$ cat src/rtl/reset_sequencer_nch.sv
// Merges NUM_SRC async reset requests into NUM_CH staggered synchronous reset outputs.
// Optional sticky per-source cause flags are built when RST_CAUSE_EN is defined.
module reset_sequencer_nch #(
  parameter int unsigned NUM_SRC        = 2,
  parameter int unsigned NUM_CH         = 3,
  parameter int unsigned FILT_CYCLES    = 4,
  parameter int unsigned STRETCH_CYCLES = 8,
  parameter int unsigned STAGGER_CYCLES = 5
) (
  input  logic               clk,
  input  logic               i_rst,
  input  logic [NUM_SRC-1:0] i_rst_src,
  output logic [NUM_CH-1:0]  o_rst_sync,
  output logic               o_busy
`ifdef RST_CAUSE_EN
  ,
  input  logic               i_cause_clr,
  output logic [NUM_SRC-1:0] o_rst_cause
`endif
);

  localparam int unsigned MAX_A   = (FILT_CYCLES > STRETCH_CYCLES) ? FILT_CYCLES : STRETCH_CYCLES;
  localparam int unsigned MAX_CYC = (MAX_A > STAGGER_CYCLES) ? MAX_A : STAGGER_CYCLES;
  localparam int unsigned CNT_W   = $clog2(MAX_CYC + 1);
  localparam int unsigned CH_W    = (NUM_CH > 1) ? $clog2(NUM_CH) : 1;

  typedef enum logic [1:0] {StIdle, StAssert, StStretch, StRelease} state_t;

  logic [NUM_SRC-1:0] sync1_q, sync2_q;
  logic [CNT_W-1:0]   filt_cnt_q [NUM_SRC];
  logic [NUM_SRC-1:0] filt;
  logic               req;

  state_t             state_q, state_d;
  logic [CNT_W-1:0]   cnt_q, cnt_d;
  logic [CH_W-1:0]    ch_q, ch_d;
  logic [NUM_CH-1:0]  rst_q, rst_d;
  logic               busy_q, busy_d;

  // Two-flop synchroniser followed by a saturating run-length filter per source
  always_ff @(posedge clk or posedge i_rst) begin
    if (i_rst) begin
      sync1_q <= '0;
      sync2_q <= '0;
      for (int k = 0; k < NUM_SRC; k++) filt_cnt_q[k] <= '0;
    end else begin
      sync1_q <= i_rst_src;
      sync2_q <= sync1_q;
      for (int k = 0; k < NUM_SRC; k++) begin
        if (!sync2_q[k]) begin
          filt_cnt_q[k] <= '0;
        end else if (filt_cnt_q[k] != CNT_W'(FILT_CYCLES)) begin
          filt_cnt_q[k] <= filt_cnt_q[k] + CNT_W'(1);
        end
      end
    end
  end

  always_comb begin
    for (int k = 0; k < NUM_SRC; k++) filt[k] = (filt_cnt_q[k] == CNT_W'(FILT_CYCLES));
  end

  assign req = |filt;

  always_comb begin
    state_d = state_q;
    cnt_d   = cnt_q;
    ch_d    = ch_q;
    rst_d   = rst_q;
    unique case (state_q)
      StIdle: begin
        if (req) begin
          state_d = StAssert;
          rst_d   = '1;
        end
      end
      StAssert: begin
        rst_d = '1;
        if (!req) begin
          state_d = StStretch;
          cnt_d   = '0;
        end
      end
      StStretch: begin
        if (req) begin
          state_d = StAssert;
          rst_d   = '1;
        end else if (cnt_q == CNT_W'(STRETCH_CYCLES - 1)) begin
          rst_d[0] = 1'b0;
          cnt_d    = '0;
          if (NUM_CH == 1) begin
            state_d = StIdle;
          end else begin
            state_d = StRelease;
            ch_d    = CH_W'(1);
          end
        end else begin
          cnt_d = cnt_q + CNT_W'(1);
        end
      end
      StRelease: begin
        if (req) begin
          state_d = StAssert;
          rst_d   = '1;
        end else if (cnt_q == CNT_W'(STAGGER_CYCLES - 1)) begin
          for (int j = 0; j < NUM_CH; j++) begin
            if (ch_q == CH_W'(j)) rst_d[j] = 1'b0;
          end
          cnt_d = '0;
          if (ch_q == CH_W'(NUM_CH - 1)) begin
            state_d = StIdle;
          end else begin
            ch_d = ch_q + CH_W'(1);
          end
        end else begin
          cnt_d = cnt_q + CNT_W'(1);
        end
      end
      default: begin
        state_d = StAssert;
        rst_d   = '1;
      end
    endcase
    busy_d = (state_d != StIdle);
  end

  // Reset lands in STRETCH so a power-on release sequence follows i_rst removal
  always_ff @(posedge clk or posedge i_rst) begin
    if (i_rst) begin
      state_q <= StStretch;
      cnt_q   <= '0;
      ch_q    <= '0;
      rst_q   <= '1;
      busy_q  <= 1'b1;
    end else begin
      state_q <= state_d;
      cnt_q   <= cnt_d;
      ch_q    <= ch_d;
      rst_q   <= rst_d;
      busy_q  <= busy_d;
    end
  end

  assign o_rst_sync = rst_q;
  assign o_busy     = busy_q;

`ifdef RST_CAUSE_EN
  logic [NUM_SRC-1:0] filt_q, cause_q;

  // A rising filter output sets its flag and wins over a simultaneous clear
  always_ff @(posedge clk or posedge i_rst) begin
    if (i_rst) begin
      filt_q  <= '0;
      cause_q <= '0;
    end else begin
      filt_q  <= filt;
      cause_q <= (cause_q & ~{NUM_SRC{i_cause_clr}}) | (filt & ~filt_q);
    end
  end

  assign o_rst_cause = cause_q;
`endif

endmodule

$ cat config.mk
export PLATFORM = sky130hd
export DESIGN_NAME = reset_sequencer_nch
export DESIGN_NICKNAME = d
export VERILOG_FILES = /design/src/rtl/reset_sequencer_nch.sv
export SDC_FILE = /design/constraint.sdc
export NUM_CORES = 1
export LEC_CHECK = 0
export CAP_MARGIN = 20
export CELL_PAD_IN_SITES_DETAIL_PLACEMENT = 1
export CELL_PAD_IN_SITES_GLOBAL_PLACEMENT = 1
export CORE_ASPECT_RATIO = 1.2
export CORE_MARGIN = 8
export CORE_UTILIZATION = 44
export CTS_BUF_LIST = sky130_fd_sc_hd__clkbuf_8
export CTS_CLUSTER_SIZE = 25
export DETAILED_ROUTE_END_ITERATION = 16
export PLACE_DENSITY = 0.75
export SYNTH_ARGS = -nofsm -noshare
export SYNTH_HDL_FRONTEND = slang
export SYNTH_SLANG_ARGS = --single-unit
export TNS_END_PERCENT = 20
$ cat constraint.sdc
create_clock -name clk -period 1.3 [get_ports clk]
set_input_delay 0.26 -clock clk [delete_from_list [all_inputs] [get_ports clk]]
set_output_delay 0.26 -clock clk [all_outputs]
set_load 0.05 [all_outputs]
==> flow_summary.ini <==
[power_and_ir_drop]
p_clk_share_pct = 15.5
power_leakage_nw = 0.797
seqPwrFrac_pct = 36.4
p_switching_mw = 1.16
swShare_pct = 36.5
fin_total_pwr_mw = 3.19
p_per_area_nw_per_um2 = 1920
peakVddDrop_v = 0.000996
pwr-share-comb_pct = 48.1
p_int_mw = 2.02

[layout]
layout.cells.most_common_list = buf_4, dfrtp_1, nand2_1, inv_1
syn2layout_area_growth_pct = 32.7
layout.nets = 159
antenna_cells = 0
layout_commonest_cell = buf_4
drive_above_1_share_pct = 37.2
utilization_pct = 60.1
layoutNonFillerInstCount = 179

[cts]
cts_buffer_depth = 2
cts.sinks = 24
cts.reportedPaths.clkPinSlew_ps = 80
clkLatencyLatePin_ps = 260
cts_tree = built
hold_buffers = 0
cts_buffers = 3
cts_root_buf = clkbuf_8
htreeDepth = 1

[logic_synthesis]
yosysUniqueCellTypes = 34
ys_warn_count = 0
syn-instance-count = 114
syn_area_sq_um = 1250
syn_area_per_cell_sq_um = 11.0
synth_nets = 127
ys_seq_elements = 24
synth_seq_area_share_pct = 48.5

[die]
fp-row-count = 21
die_w_um = 64.7
chipHeight_um = 74.4
initial_core_util_pct = 45.3
io-pin-count = 8
core-area_sq_um = 2760
die_area_sq_um = 4810

[setup_path]
cp-start-kind = flip-flop
critPathMaxFanout = 3
end_kind = flip-flop
cp_data_arrival_time_ps = 1540
worstPathRequired_ps = 1450
crit_type = flip-flop to flip-flop

[sta]
setup_viol = 9
setup_tns_ps = -447
relSlewSlack_pct = 72.3
rsz0062_at_grt = true
fmax_mhz = 717
period_needed_ps = 1400
worst_hold_slack_ps = 329
tightestPinTransition_ps = 413
setup_ws_ps = -95.0
hold_viol_final = 0
min_period_over_period_pct = 107
final_max_slew_viol_count = 0
finClkSkew_ps = 6.34

[route]
wl_per_cell_um = 15.7
via_per_inst = 5.33
drt_iter0_drc = 23
drcViolationCount = 0
wirelength_um = 2800
routed.top_layer = met4
firstDrtPassIters = 4
m1WireLength_um = 1150
wl_met2_um = 1500
vias = 954
ant_nets = 0
dr_wl_met3_um = 71

[placed_design]
place_inst = 174
port_buffers = 7
hpwl_um = 2140
place.gp.congestion = 0.864

[run_status]
status = finished, violations left
violations = setup timing

[grt]
first_global_vias = 1044
grt_pass1_wl_um = 4910
grt_usage_pct = 13.2
grt-ovfl-total = 0
grt_max_degree = 25
grt_antenna_before_repair = 0

[worst_hold_path]
hold_path.class = primary input to async pin

[run]
drv_cap = 0
## path summary, 6_finish.rpt
path / startpoint / end / slack (ps) / depth (start not counted)
max: cnt_q[1]$_DFFE_PP0P_ / cnt_q[3]$_DFFE_PP0P_ / -100 / 5
min: i_rst / state_q[0]$_DFF_PP0_ / 330 / 3
max reg2reg: cnt_q[1]$_DFFE_PP0P_ / cnt_q[3]$_DFFE_PP0P_ / -100 / 5
min reg2reg: sync1_q[0]$_DFF_PP0_ / sync2_q[0]$_DFF_PP0_ / 360 / 0
max in group asynchronous: i_rst / o_rst_sync[0]$_DFFE_PP1P_ / 750 / 3
min in group clk: sync1_q[0]$_DFF_PP0_ / sync2_q[0]$_DFF_PP0_ / 360 / 0
## per-layer routing
metal,vias up,GRT usage [%]
met5,-,0
met4,0,7.28
met3,7,2.11
met2,14,23.1
met1,480,15.0
li1,453,-
## registers in the layout, summed over array words and instances, names as in the netlist
name,flops
ch_q,2
sync1_q,2
o_busy,1
cnt_q,4
o_rst_sync,3
sync2_q,2
filt_cnt_q,8
state_q,2
## Yosys cell counts, drive strengths merged
| cell | n | area share (%) |
|---|---|---|
| dfrtp | 19 | 38 |
| inv | 11 | 3.3 |
| ha | 9 | 9.0 |
| nand2 | 9 | 3.1 |
| o21ai | 8 | 3.2 |
| nand3 | 6 | 2.4 |
| dfstp | 5 | 11 |
| nor2b | 5 | 2.5 |
| a21oi | 4 | 1.6 |
| nor2 | 4 | 1.2 |
| a31oi | 3 | 1.5 |
| and2 | 3 | 1.7 |
| buf | 3 | 2.2 |
| nand2b | 3 | 2.1 |
| nor3 | 3 | 1.2 |
| a221o | 2 | 1.6 |
| a32o | 2 | 1.6 |
| nand3b | 2 | 3.2 |
| o211ai | 2 | 1.2 |
| xnor2 | 2 | 1.4 |
| a211o | 1 | 0.70 |
| a21o | 1 | 0.60 |
| a22o | 1 | 0.70 |
| and2b | 1 | 0.60 |
| and4b | 1 | 1.1 |
| mux2i | 1 | 0.80 |
| nand4 | 1 | 0.50 |
| nor4b | 1 | 1.9 |
| or2 | 1 | 0.50 |
## timing repair
item,CTS,global route
setup buffers,1,0
pin swaps,7,8
setup endpoints to repair,10,14
resized for setup,2,4
## worst max-delay path: stages, from the launching register on
cell and delay (ps):
dfrtp_1 410, inv_1 70, ha_2 170, nand2_1 70
a211o_1 310, a32o_2 260
## power groups by stage
stage	Clock [mW]	Combinational, mW	Sequential (mW)
global route	0.547	1.67	1.18
CTS	0.513	1.53	1.16
global placement	0	1.40	1.15
floorplan	0	0.759	1.26
finish	0.495	1.53	1.16
detailed placement	0	1.47	1.17
## logic make-up after synthesis
| group | synth area share (%) |
|---|---|
| simple gates | 22.0 |
| flops | 48.5 |
| mux | 0.801 |
| fa+ha+maj | 9.01 |
| xor+xnor | 1.40 |
| compound gates | 12.7 |
| buf+inv | 5.51 |
## metrics by stage
| step | cell area [sq um] | setup WS [ps] |
|---|---|---|
| 3_3_place_gp | 1580 | -32.7 |
| 4_1_cts | 1650 | -91.2 |
| 6_report | 1660 | -95.0 |
| 2_1_floorplan | 1270 | -40.0 |
| 3_5_place_dp | 1580 | -89.5 |
| 5_1_grt | 1660 | -164 |
## layout make-up
type	instances	area [sq um]
Inverter	11	41.3
Clock buffer	4	55.1
Timing Repair Buffer	30	299
Sequential cell	24	607
Multi-Input combinational cell	76	614
Tap cell	34	42.5
Fill cell	309	1100
No activity file was read; power rests on OpenSTA's default activity.
